### src/rtl/data_mem_ctrl.sv
// rtl/data_mem_ctrl.sv - MIPS32 MEM-stage load/store sequencer for a byte-wide data memory
//
// Takes one byte/half/word request per handshake and walks it out as
// big-endian byte accesses (most significant byte at the lowest address).
// Load data is sign- or zero-extended. Misaligned, out-of-range and
// illegal-size requests are rejected without touching the array.
//
// Ports:
//   clk, reset           clock (rising edge), async active-high reset
//   req                  request strobe, sampled only while idle
//   wr, size, unsigned_ld request kind: store/load, 00 b / 01 h / 10 w, zero-extend
//   addr, wdata          byte address, right-justified store data
//   busy, done, err      not idle, one-cycle completion, request rejected
//   rdata                extended load result, held until the next done
//   mem_addr, mem_wdata  byte address and write byte to the array
//   mem_we, mem_re       byte write / read strobes
//   mem_rdata            byte from the array, combinational from mem_addr
module data_mem_ctrl #(
  parameter int          SIZE          = 32,
  parameter logic [31:0] SIZE_MEM      = 32'h7FF,
  parameter int          SIZE_WORD_MEM = 8
) (
  input  logic                     clk,
  input  logic                     reset,
  input  logic                     req,
  input  logic                     wr,
  input  logic [1:0]               size,
  input  logic                     unsigned_ld,
  input  logic [SIZE-1:0]          addr,
  input  logic [SIZE-1:0]          wdata,
  output logic                     busy,
  output logic                     done,
  output logic                     err,
  output logic [SIZE-1:0]          rdata,
  output logic [SIZE-1:0]          mem_addr,
  output logic [SIZE_WORD_MEM-1:0] mem_wdata,
  output logic                     mem_we,
  output logic                     mem_re,
  input  logic [SIZE_WORD_MEM-1:0] mem_rdata
);

  localparam int W = SIZE_WORD_MEM;
  localparam logic [SIZE:0] MEM_LIMIT = (SIZE+1)'(SIZE_MEM);

  typedef enum logic [1:0] {IDLE, ACCESS, DONE} state_t;

  state_t          state_q;
  logic [1:0]      k_q;
  logic [2:0]      nbytes_q;
  logic            wr_q;
  logic            uns_q;
  logic [SIZE-1:0] wdata_q;
  // Only the bytes below the newest one need storing; the newest arrives on mem_rdata.
  logic [SIZE-W-1:0] acc_q;
  logic            busy_q, done_q, err_q, mem_we_q, mem_re_q;
  logic [SIZE-1:0] rdata_q, mem_addr_q;
  logic [W-1:0]    mem_wdata_q;

  logic [2:0]      nbytes_d;
  logic [SIZE:0]   end_addr_d;
  logic            err_d;
  logic [SIZE-1:0] acc_d;
  logic [SIZE-1:0] load_ext_d;
  logic            last_d;
  logic [1:0]      k_d;
  logic [2:0]      idx_d;

  function automatic logic [W-1:0] byte_sel(input logic [SIZE-1:0] data, input logic [2:0] idx);
    return W'(data >> (32'(idx) * W));
  endfunction

  always_comb begin
    nbytes_d = 3'd1;
    case (size)
      2'b01:   nbytes_d = 3'd2;
      2'b10:   nbytes_d = 3'd4;
      default: nbytes_d = 3'd1;
    endcase
  end

  // One extra bit so a request near the top of the address space cannot wrap into range.
  assign end_addr_d = {1'b0, addr} + (SIZE+1)'(nbytes_d);
  assign err_d = (size == 2'b11)
              || (size == 2'b01 && addr[0])
              || (size == 2'b10 && addr[1:0] != 2'b00)
              || (end_addr_d > MEM_LIMIT);

  assign acc_d  = {acc_q, mem_rdata};
  assign last_d = ({1'b0, k_q} == nbytes_q - 3'd1);
  assign k_d    = k_q + 2'd1;
  assign idx_d  = nbytes_q - 3'd1 - {1'b0, k_d};

  always_comb begin
    load_ext_d = acc_d;
    case (nbytes_q)
      3'd1:    load_ext_d = {{(SIZE-W){acc_d[W-1] & ~uns_q}}, acc_d[W-1:0]};
      3'd2:    load_ext_d = {{(SIZE-2*W){acc_d[2*W-1] & ~uns_q}}, acc_d[2*W-1:0]};
      default: load_ext_d = acc_d;
    endcase
  end

  always_ff @(posedge clk or posedge reset) begin
    if (reset) begin
      state_q     <= IDLE;
      k_q         <= '0;
      nbytes_q    <= '0;
      wr_q        <= 1'b0;
      uns_q       <= 1'b0;
      wdata_q     <= '0;
      acc_q       <= '0;
      busy_q      <= 1'b0;
      done_q      <= 1'b0;
      err_q       <= 1'b0;
      rdata_q     <= '0;
      mem_addr_q  <= '0;
      mem_wdata_q <= '0;
      mem_we_q    <= 1'b0;
      mem_re_q    <= 1'b0;
    end else begin
      case (state_q)
        IDLE: begin
          if (req) begin
            wr_q     <= wr;
            uns_q    <= unsigned_ld;
            nbytes_q <= nbytes_d;
            wdata_q  <= wdata;
            acc_q    <= '0;
            k_q      <= '0;
            busy_q   <= 1'b1;
            if (err_d) begin
              state_q <= DONE;
              done_q  <= 1'b1;
              err_q   <= 1'b1;
            end else begin
              // Outputs for byte 0 are set up here so the first access lands in the first ACCESS cycle.
              state_q     <= ACCESS;
              mem_addr_q  <= addr;
              mem_we_q    <= wr;
              mem_re_q    <= ~wr;
              mem_wdata_q <= wr ? byte_sel(wdata, nbytes_d - 3'd1) : '0;
            end
          end
        end
        ACCESS: begin
          if (!wr_q) acc_q <= acc_d[SIZE-W-1:0];
          if (last_d) begin
            state_q     <= DONE;
            mem_we_q    <= 1'b0;
            mem_re_q    <= 1'b0;
            mem_addr_q  <= '0;
            mem_wdata_q <= '0;
            done_q      <= 1'b1;
            err_q       <= 1'b0;
            if (!wr_q) rdata_q <= load_ext_d;
          end else begin
            k_q        <= k_d;
            mem_addr_q <= mem_addr_q + SIZE'(1);
            if (wr_q) mem_wdata_q <= byte_sel(wdata_q, idx_d);
          end
        end
        DONE: begin
          state_q <= IDLE;
          done_q  <= 1'b0;
          err_q   <= 1'b0;
          busy_q  <= 1'b0;
        end
        default: begin
          state_q <= IDLE;
          busy_q  <= 1'b0;
        end
      endcase
    end
  end

  assign busy      = busy_q;
  assign done      = done_q;
  assign err       = err_q;
  assign rdata     = rdata_q;
  assign mem_addr  = mem_addr_q;
  assign mem_wdata = mem_wdata_q;
  assign mem_we    = mem_we_q;
  assign mem_re    = mem_re_q;

endmodule

### config.mk
export PLATFORM = sky130hd
export DESIGN_NAME = data_mem_ctrl
export DESIGN_NICKNAME = d
export VERILOG_FILES = /design/src/rtl/data_mem_ctrl.sv
export SDC_FILE = /design/constraint.sdc
export NUM_CORES = 1
export LEC_CHECK = 0
export CAP_MARGIN = 30
export CORE_MARGIN = 2
export CORE_UTILIZATION = 55
export DETAILED_ROUTE_END_ITERATION = 12
export GPL_TIMING_DRIVEN = 0
export MAX_ROUTING_LAYER = met4
export PLACE_DENSITY = 0.9
export RECOVER_POWER = 50
export SLEW_MARGIN = 20
export SYNTH_ARGS = -nofsm -noshare
export SYNTH_HDL_FRONTEND = slang
export SYNTH_SLANG_ARGS = --single-unit
export TNS_END_PERCENT = 100
### constraint.sdc
create_clock -name clk -period 15.4 [get_ports clk]
set_clock_uncertainty 0.05 [all_clocks]
set_input_delay 3.85 -clock clk [delete_from_list [all_inputs] [get_ports clk]]
set_output_delay 3.85 -clock clk [all_outputs]
set_load 0.005 [all_outputs]
==> reports/metrics.cfg, run 1 <==
[synth]
synth_cell_types = 69
synth_area_leader = dfrtp_1
synthArstFlopShare_pct = 100
synth_top_flop_cell = dfrtp_1
synth.area.top_cells = dfrtp_1 (46%), mux2_2 (6.4%), a21oi_1 (4.8%), mux4_2 (4.7%), o21ai_0 (4.4%)
synth_enable_flop_cells = 0
synth-seq-area-share_pct = 46.0
synthesis.yosys.warnings = 0
post-synth-top-count-cell = dfrtp_1
synthesis.instances = 788
synth_top_area_share_pct = 46.0
syn_avg_cell_area_um2 = 9.81
synthesis.area_um2 = 7730
post_synth_most_frequent_cells = dfrtp_1 (142), nand2_1 (77), a21oi_1 (74), o21ai_0 (68), nor2_1 (66)
synth_fp_nets = 884
synth_seq_cells = 142

[clock_tree]
clock_latency_ps = 430
cts_tree = done
cts_hold_repair.buffers = 0
cts_max_path_buffers = 2
clock_tree.htree_level_count = 4
cts_resized = 0
worst_setup_hold_path_clk_slew_ps = 60
numCtsBuffers = 17
clock_sinks = 142
cts.root.buffer_cell = clkbuf_16
post_cts.repair.setup_buffers = 0

[die]
floorplan.io_pins = 156
initial_utilization_pct = 55.9
core_outline_area_um2 = 13800
placementRows = 43
chipWidth_um = 123
die_height_um = 123
die_area_um2 = 15000

[power]
peak_ir_drop_on_the_vdd_network_v = 0.0000959
power.density_cell_area_nw_per_um2 = 123
total_leakage_power_uw = 0.00413
switching_power_uw = 376
pwr-share-comb_pct = 27.1
pwr-share-seq_pct = 37.1
pwr-share-clk_pct = 35.8
power.switching_fraction_pct = 30.3
internal-power_uw = 866

[setup_path]
worst-path-max-fanout = 73
critical_path_cell_sequence = dlygate4sd3_1 -> clkinvlp_2 -> clkbuf_1
delay_of_the_slowest_critical_path_stage_ps = 2740
crit_family = buffers and inverters
setup.worst_path.class = in -> async
crit_arrival_ps = 8950
cp_slowest_cell = clkbuf_1
worst_setup_path_start_kind = input pin
worstPathRequired_ps = 15020
timing.critical_path.buf_inv = 3
cp-end-kind = asynchronous set/reset pin

[sta]
portion_of_the_clock_cycle_consumed_by_the_worst_path_in_the_final_layout_pct = 60.6
unrepaired_setup_endpoints_after_global_routing = no
hold_fails_final_rpt = 0
timing.final.setup_violations = 0
maxSlewHeadroom_pct = -149
tightest_slew_ps = 3740
period_needed_ps = 9330
fmaxAchievable_mhz = 107
final_max_slew_viol_count = 145
fin_tns_setup_ps = 0

[grt]
first_global_vias = 6823
grt_overflow = 0
antenna_found_initial = 0
grt_max_degree = 74
grt.total_usage_pct = 30.6
grt_pass1_wl_mm = 34.4

[outcome]
failing_checks = max-capacitance violations, max-slew violations
result_of_the_run = finished, violations left

[run]
maxCapViolations = 2

[route]
drc = 0
wl_per_cell_um = 18.8
dr.pass1.iters = 6
final_antenna_net_count = 0
routed-via-count = 7018
detailed_route_wire_length_mm = 21.8
viasPerCell = 6.08
drtIter0Drc = 610

[placed_design]
placement.io_buffers = 154
place.detailed.hpwl_mm = 15.2
gp_routability_congestion = 0.933

[finish]
final_util_pct = 73.3
syn2layout_area_growth_pct = 31.1
finish.net_count = 1058
count_of_antenna_diodes_in_the_layout = 0
layout-drive-gt1-share_pct = 12.3

[hold_path]
worst_hold_path_type = reg -> reg

cell type report:
cell class / instances / area (um^2)
inverter: 42 / 159
sequential: 142 / 3550
timing repair buffer: 155 / 1550
multi-input combinational: 559 / 3840
buffer: 45 / 178
clock buffer: 20 / 447
clock inverter: 12 / 184
tap: 180 / 225
fill: 933 / 3700
cell families after synthesis:
group / share of synthesized area, %
adder cells (fa/ha/maj): 2.95
AO/OA/AOI/OAI: 16.8
buffers and inverters: 4.34
XOR/XNOR: 0.793
AND/OR/NAND/NOR: 15.7
flip-flops: 46.0
multiplexers: 13.4
cells in the final DEF (no fill, tap or decap), types with 16 or more instances in the layout:
master and instances:
dfrtp_1 142, clkdlybuf4s50_1 130, nand2_1 77, a21oi_1 74, o21ai_0 68, nor2_1 66, mux2_2 44, inv_1 41
clkbuf_1 39, nand3_1 32, dlygate4sd3_1 24, and3_1 20, clkbuf_16 17, mux4_2 16
metrics by stage:
step	cells	hold slack [ps]	power (uW)	area (um^2)	setup WS [ps]
3_3_place_gp	1122	413	779	9500	5760
4_1_cts	1155	440	1240	10200	7440
5_1_grt	1155	450	1290	10100	4940
6_report	1155	437	1240	10100	6070
2_1_floorplan	788	400	692	7730	7690
3_5_place_dp	1123	426	799	9530	7110
flip-flops by register name, summed over array words and instances, names as in the netlist, 2 cells and up:
| register | cells |
|---|---|
| mem_addr | 32 |
| rdata | 32 |
| wdata_q | 32 |
| acc_q | 24 |
| mem_wdata | 8 |
| nbytes_q | 3 |
| k_q | 2 |
| state_q | 2 |
power by group through the flow:
stage,sequential (uW),combinational (uW),clock (uW)
after floorplan,455,237,0
final,461,337,444
after detailed placement,467,333,0
after global placement,463,316,0
after CTS,461,338,446
after global routing,466,366,461
per-layer routing:
| layer | part of all wire, % | vias up | GRT usage (%) | wire, um |
|---|---|---|---|---|
| met5 | 0 | - | - | 0 |
| met4 | 2.8 | 0 | 13.1 | 608 |
| met3 | 8.0 | 60 | 7.81 | 1740 |
| met2 | 49 | 373 | 48.0 | 10800 |
| met1 | 40 | 3393 | 37.9 | 8650 |
| li1 | - | 3192 | - | - |
worst paths after layout:
path | startpoint | end | slack, ps | cells past startpoint
min in group asynchronous | reset | rdata[5]$_DFFE_PP0P_ | 4720 | 2
worst min register to register | mem_addr[31]$_DFFE_PP0P_ | mem_addr[31]$_DFFE_PP0P_ | 440 | 1
max in group clk | size[0] | mem_addr[27]$_DFFE_PP0P_ | 7310 | 16
worst min-delay path | mem_addr[31]$_DFFE_PP0P_ | mem_addr[31]$_DFFE_PP0P_ | 440 | 1
worst max-delay path | reset | mem_addr[26]$_DFFE_PP0P_ | 6070 | 3
worst max register to register | k_q[0]$_DFFE_PP0P_ | mem_addr[13]$_DFFE_PP0P_ | 11820 | 11
No activity file was read; power rests on OpenSTA's default activity.
==> inputs of run 2 (changes only) <==
CORE_UTILIZATION = 52   (was 55)
PLACE_DENSITY = 0.86   (was 0.9)
clock period = 9.4 ns   (was 15.4 ns; I/O delays follow)
==> run 2 against run 1 <==
Against the previous run:
- the flow still finishes with violations (max-capacitance violations, max-slew violations)
- final cell count up 0.35%
- via count fell by 1.5%
- critical path depth increased by 13
- hold slack lost 2.0 ps
- total power rose by 58%
- sequential share of layout area up 0.10 points
- setup slack worse by 3100 ps
- critical path type is now in -> reg
==> reports/metrics.cfg, run 2 (synthesis results as in run 1) <==
[route]
routed_length_on_met1_mm = 8.95
drtIter0Drc = 685
wl_met2_mm = 10.1
dr.pass1.iters = 8
met3_wirelength_mm = 1.49
wl_per_cell_um = 18.1
final_antenna_net_count = 0
viasPerCell = 5.97
drc = 0
detailed_route_wire_length_mm = 20.9
top_signal_layer_used = met4
routed-via-count = 6915

[power]
internal-power_uw = 1350
pwr-share-comb_pct = 28.3
power.switching_fraction_pct = 31.1
peak_ir_drop_on_the_vdd_network_v = 0.000173
switching_power_uw = 609
pwr-share-seq_pct = 38.6
pwr-share-clk_pct = 33.1
total_leakage_power_uw = 0.00410
power.density_cell_area_nw_per_um2 = 194

[sta]
tightest_slew_ps = 3140
timing.final.setup_violations = 0
hold_fails_final_rpt = 0
fmaxAchievable_mhz = 156
fin_tns_setup_ps = 0
period_needed_ps = 6390
finalHoldWorstSlack_ps = 434
portion_of_the_clock_cycle_consumed_by_the_worst_path_in_the_final_layout_pct = 68.0
unrepaired_setup_endpoints_after_global_routing = no
final_max_slew_viol_count = 71
maxSlewHeadroom_pct = -111

[setup_path]
reg2regPathDepth = 11
critical_path_cell_sequence = clkdlybuf4s50_1 -> inv_1 -> ha_1 -> ha_1 -> inv_1 -> fa_1 -> nand2b_1 -> a2111oi_4 -> nand2_1 -> a311o_1 -> a21oi_1 -> nand4_1 -> o21ai_4 -> buf_2 -> o21ai_0 -> o2bb2ai_1
worst-r2r-setup-slack_ps = 5900
setup.worst_path.class = in -> reg
delay_of_the_slowest_critical_path_stage_ps = 540
cp_slowest_cell = a2111oi_4
worst_setup_path_start_kind = input pin
cp-end-kind = flip-flop
reg2reg_to = mem_addr[13]$_DFFE_PP0P_
worst-path-max-fanout = 10
worstPathRequired_ps = 9650
reg2reg_from = k_q[0]$_DFFE_PP0P_
crit_arrival_ps = 6640

[die]
placementRows = 44
initial_utilization_pct = 53.2
floorplan.io_pins = 156
die_height_um = 126
chipWidth_um = 126
core_outline_area_um2 = 14500
die_area_um2 = 15900

[grt]
antenna_found_initial = 0
first_global_vias = 6770
grt_max_degree = 73
grt_overflow = 0
grt.total_usage_pct = 28.0
grt_pass1_wl_mm = 34.5

[hold_path]
worst_hold_path_type = reg -> reg
timing.hold.worst_path_depth = 2
holdCritStartpoint = acc_q[21]$_DFFE_PP0P_
worstHoldEndpoint = acc_q[21]$_DFFE_PP0P_

[finish]
most_common_library_cell_in_the_layout_ignoring_fill_and_taps = dfrtp_1
syn2layout_area_growth_pct = 30.7
count_of_antenna_diodes_in_the_layout = 0
layout-drive-gt1-share_pct = 12.4
finish.net_count = 1058
mostFrequentLayoutCells = dfrtp_1 (142), clkdlybuf4s50_1 (132), nand2_1 (77)

[outcome]
failing_checks = max-capacitance violations, max-slew violations
result_of_the_run = finished, violations left

[run]
maxCapViolations = 1

[clock_tree]
clock_sinks = 142
clock_latency_ps = 420
post_cts.repair.setup_buffers = 0
cts_hold_repair.buffers = 0
cts_max_path_buffers = 2
cts.root.buffer_cell = clkbuf_16
cts_resized = 0
worst_setup_hold_path_clk_slew_ps = 60
clock_tree.htree_level_count = 4
cts_tree = done
numCtsBuffers = 17

[placed_design]
placement.io_buffers = 154
gp_routability_congestion = 0.912
place.detailed.hpwl_mm = 14.9

## run 2: cell count changes in the layout (fill, tap and decap cells not counted), sizes merged
cell and delta:
buf +1, clkdlybuf4s50 +2, dlygate4sd3 -2, inv -2, clkinv +4, bufinv -3
## run 2: how the worst max path moves through the flow
stage	startpoint	end
CTS	size[0]	mem_addr[27]$_DFFE_PP0P_
detailed placement	size[0]	mem_addr[27]$_DFFE_PP0P_
global route	size[0]	mem_addr[27]$_DFFE_PP0P_
global placement	reset	mem_addr[31]$_DFFE_PP0P_
floorplan	reset	acc_q[0]$_DFFE_PP0P_
finish	size[0]	mem_addr[27]$_DFFE_PP0P_
## run 2: per-layer routing
layer / up-vias / global-route usage, %
met5: - / -
met4: 0 / 8.73
met3: 31 / 6.67
met2: 297 / 42.6
met1: 3408 / 37.5
li1: 3179 / -
## run 2: power by group through the flow
| stage | registers [uW] | logic (uW) | clock network, uW |
|---|---|---|---|
| 2_1_floorplan | 746 | 388 | 0 |
| 3_3_place_gp | 759 | 521 | 0 |
| 3_5_place_dp | 764 | 545 | 0 |
| 4_1_cts | 754 | 555 | 654 |
| 5_1_grt | 765 | 606 | 684 |
| 6_report | 756 | 553 | 648 |
## run 2: cell type report
cell class / count / area, um^2
flip-flops and latches: 142 / 3550
inverters: 42 / 159
fillers: 1116 / 4430
clock buffers: 21 / 460
repair buffers: 155 / 1570
plain buffers: 45 / 178
multi-input cells: 559 / 3840
well taps: 184 / 230
clock inverters: 11 / 111
## run 2: worst max-delay path, delay by kind of cell
family | cells | cell delay, ps
AOI/OAI and AO/OA | 6 | 1810
adders and majority gates | 3 | 800
buffers and inverters | 4 | 980
and+or+nand+nor | 3 | 690
## run 2: metrics by stage
stage	area, um^2	setup WS, ps	std cells	total power (uW)	utilization, %
4_1_cts	10100	3100	1159	1960	69.5
3_3_place_gp	9500	1220	1126	1280	65.4
2_1_floorplan	7730	3190	788	1130	-
6_report	10100	3010	1159	1960	69.5
3_5_place_dp	9540	2640	1127	1310	65.6
5_1_grt	10100	2730	1159	2050	69.5
==> inputs of run 3 (changes only) <==
CORE_UTILIZATION = 47   (was 52)
PLACE_DENSITY = 0.82   (was 0.86)
clock period = 5.7 ns   (was 9.4 ns; I/O delays follow)
==> run 3 against run 2 <==
Against the previous run:
- the flow still finishes with violations (max-capacitance violations, max-slew violations)
- cell area grew 0.88%
- first-iteration DRC count decreased by 5.3%
- sequential cell count is the same
- clock-buffer cell count rose by 3
- critical path depth did not move
- routed wire length up 0.37%
- register-to-register slack got worse by 3700 ps
- combinational power up 62%
- sequential power rose by 64%
- sequential share of layout area fell by 0.31 points
- die area grew 10%
- largest cell class unchanged
- largest power group unchanged
- highest routed layer unchanged
==> reports/metrics.cfg, run 3 (synthesis results as in run 1) <==
[die]
chipWidth_um = 132
floorplan.io_pins = 156
core_outline_area_um2 = 16000
placementRows = 46
initial_utilization_pct = 48.3
die_area_um2 = 17500
die_height_um = 132

[power]
post-layout-total-power_uw = 3270
power.density_cell_area_nw_per_um2 = 321
peak_ir_drop_on_the_vdd_network_v = 0.000220
total_leakage_power_uw = 0.00412

[route]
drtIter0Drc = 649
routed-via-count = 6852
dr.pass1.iters = 5
final_antenna_net_count = 0
wl_per_cell_um = 17.6
drc = 0
detailed_route_wire_length_mm = 21.0
viasPerCell = 5.74

[finish]
final_design_area_no_fill_um2 = 10200
layout-drive-gt1-share_pct = 12.7
syn2layout_area_growth_pct = 31.8
stdcell_count = 1193
count_of_antenna_diodes_in_the_layout = 0
finish.net_count = 1060
mostFrequentLayoutCells = dfrtp_1 (142), clkdlybuf4s50_1 (118), nand2_1 (77)
most_common_library_cell_in_the_layout_ignoring_fill_and_taps = dfrtp_1

[sta]
final_critical_path_setup_slack_ps = 279
hold_fails_final_rpt = 0
fmaxAchievable_mhz = 184
finalHoldWorstSlack_ps = 416
tightest_slew_ps = 2820
period_needed_ps = 5420
timing.final.setup_violations = 0
maxSlewHeadroom_pct = -89.2
final_max_slew_viol_count = 61
portion_of_the_clock_cycle_consumed_by_the_worst_path_in_the_final_layout_pct = 95.1
unrepaired_setup_endpoints_after_global_routing = no

[hold_path]
worstHoldEndpoint = mem_addr[31]$_DFFE_PP0P_
holdCritStartpoint = mem_addr[31]$_DFFE_PP0P_
timing.hold.worst_path_depth = 1
worst_hold_path_type = reg -> reg

[placed_design]
place.detailed.hpwl_mm = 15.2
placed_cells_incl_taps = 1159
gp_routability_congestion = 0.862
area_post_placement_um2 = 9580
placement.io_buffers = 154
placement.setup.worst_slack_ps = -163

[setup_path]
reg2reg_from = k_q[0]$_DFFE_PP0P_
setup.worst_path.class = in -> reg
reg2regPathDepth = 10
worst-path-max-fanout = 10
reg2reg_to = rdata[12]$_DFFE_PP0P_
worst_setup_path_start_kind = input pin
cp-end-kind = flip-flop
crit_arrival_ps = 5670
worst-r2r-setup-slack_ps = 2180
worstPathRequired_ps = 5950

[clock_tree]
numCtsBuffers = 17
clock_tree.htree_level_count = 4
worst_setup_hold_path_clk_slew_ps = 60
clock_latency_ps = 430
cts.root.buffer_cell = clkbuf_16
cts_hold_repair.buffers = 0
cts_max_path_buffers = 2
cts_tree = done
clock_sinks = 142

[grt]
grt_pass1_wl_mm = 34.5
grt.total_usage_pct = 25.5
first_global_vias = 6731
grt_max_degree = 83
antenna_found_initial = 0
grt_overflow = 0

[run]
maxCapViolations = 1

[outcome]
failing_checks = max-capacitance violations, max-slew violations
result_of_the_run = finished, violations left

==> run 3: changes by cell type in the layout (fill, tap and decap cells not counted), moves of 2 or more <==
cell             change
buf_4                +2
dlygate4sd3_1       +14
clkinv_4             -4
clkbuf_8             +3
clkdlybuf4s50_1     -14
==> run 3: area by class of cell <==
| type | count | area (um^2) |
|---|---|---|
| timing repair buffer | 157 | 1580 |
| buffer | 45 | 178 |
| inverter | 42 | 159 |
| multi-input combinational | 559 | 3840 |
| clock buffer | 24 | 502 |
| sequential | 142 | 3550 |
| tap | 216 | 270 |
| clock inverter | 8 | 104 |
| fill | 1334 | 5810 |
==> run 3: per-stage QoR <==
step                setup TNS [ps]  util, %
finish                           0     63.7
global route                     0     63.7
CTS                              0     63.6
detailed placement           -1950     59.8
global placement           -218880     59.6
floorplan                        0        -
==> run 3: worst max-delay path by stage <==
| stage | cells after the start | from | endpoint | slack, ps |
|---|---|---|---|---|
| after floorplan | 1 | reset | acc_q[0]$_DFFE_PP0P_ | 420 |
| after global placement | 2 | reset | mem_addr[31]$_DFFE_PP0P_ | -1550 |
| after detailed placement | 16 | size[0] | mem_addr[27]$_DFFE_PP0P_ | -160 |
| after CTS | 16 | size[0] | mem_addr[27]$_DFFE_PP0P_ | 280 |
| after global routing | 15 | size[0] | mem_addr[14]$_DFFE_PP0P_ | 6 |
| final | 16 | size[0] | mem_addr[27]$_DFFE_PP0P_ | 280 |
==> run 3: metal layers <==
| metal | vias up | global-route usage (%) | wire [um] |
|---|---|---|---|
| met5 | - | - | 0 |
| met4 | 0 | 9.44 | 484 |
| met3 | 49 | 5.00 | 1480 |
| met2 | 279 | 39.9 | 10000 |
| met1 | 3338 | 33.1 | 9000 |
| li1 | 3186 | - | - |
==> run 3: where the power goes <==
part / switching [uW] / internal [uW] / total (uW)
Clock: 428 / 704 / 1130
Sequential: 87.6 / 1160 / 1240
Combinational: 460 / 437 / 897
==> run 3: critical path: stages <==
cell	delay [ps]
clkdlybuf4s50_1	510
inv_1	70
ha_1	300
ha_1	170
inv_1	50
fa_1	340
nand2b_1	200
a2111oi_4	540
nand2_1	150
a311o_1	290
a21oi_1	280
nand4_1	350
o21ai_4	400
buf_2	320
o21ai_0	120
o2bb2ai_1	150
==> run 3: timing repair <==
action                     CTS  global route
buffers inserted             0             2
gates resized for setup      0             0
setup endpoints to repair    0             2
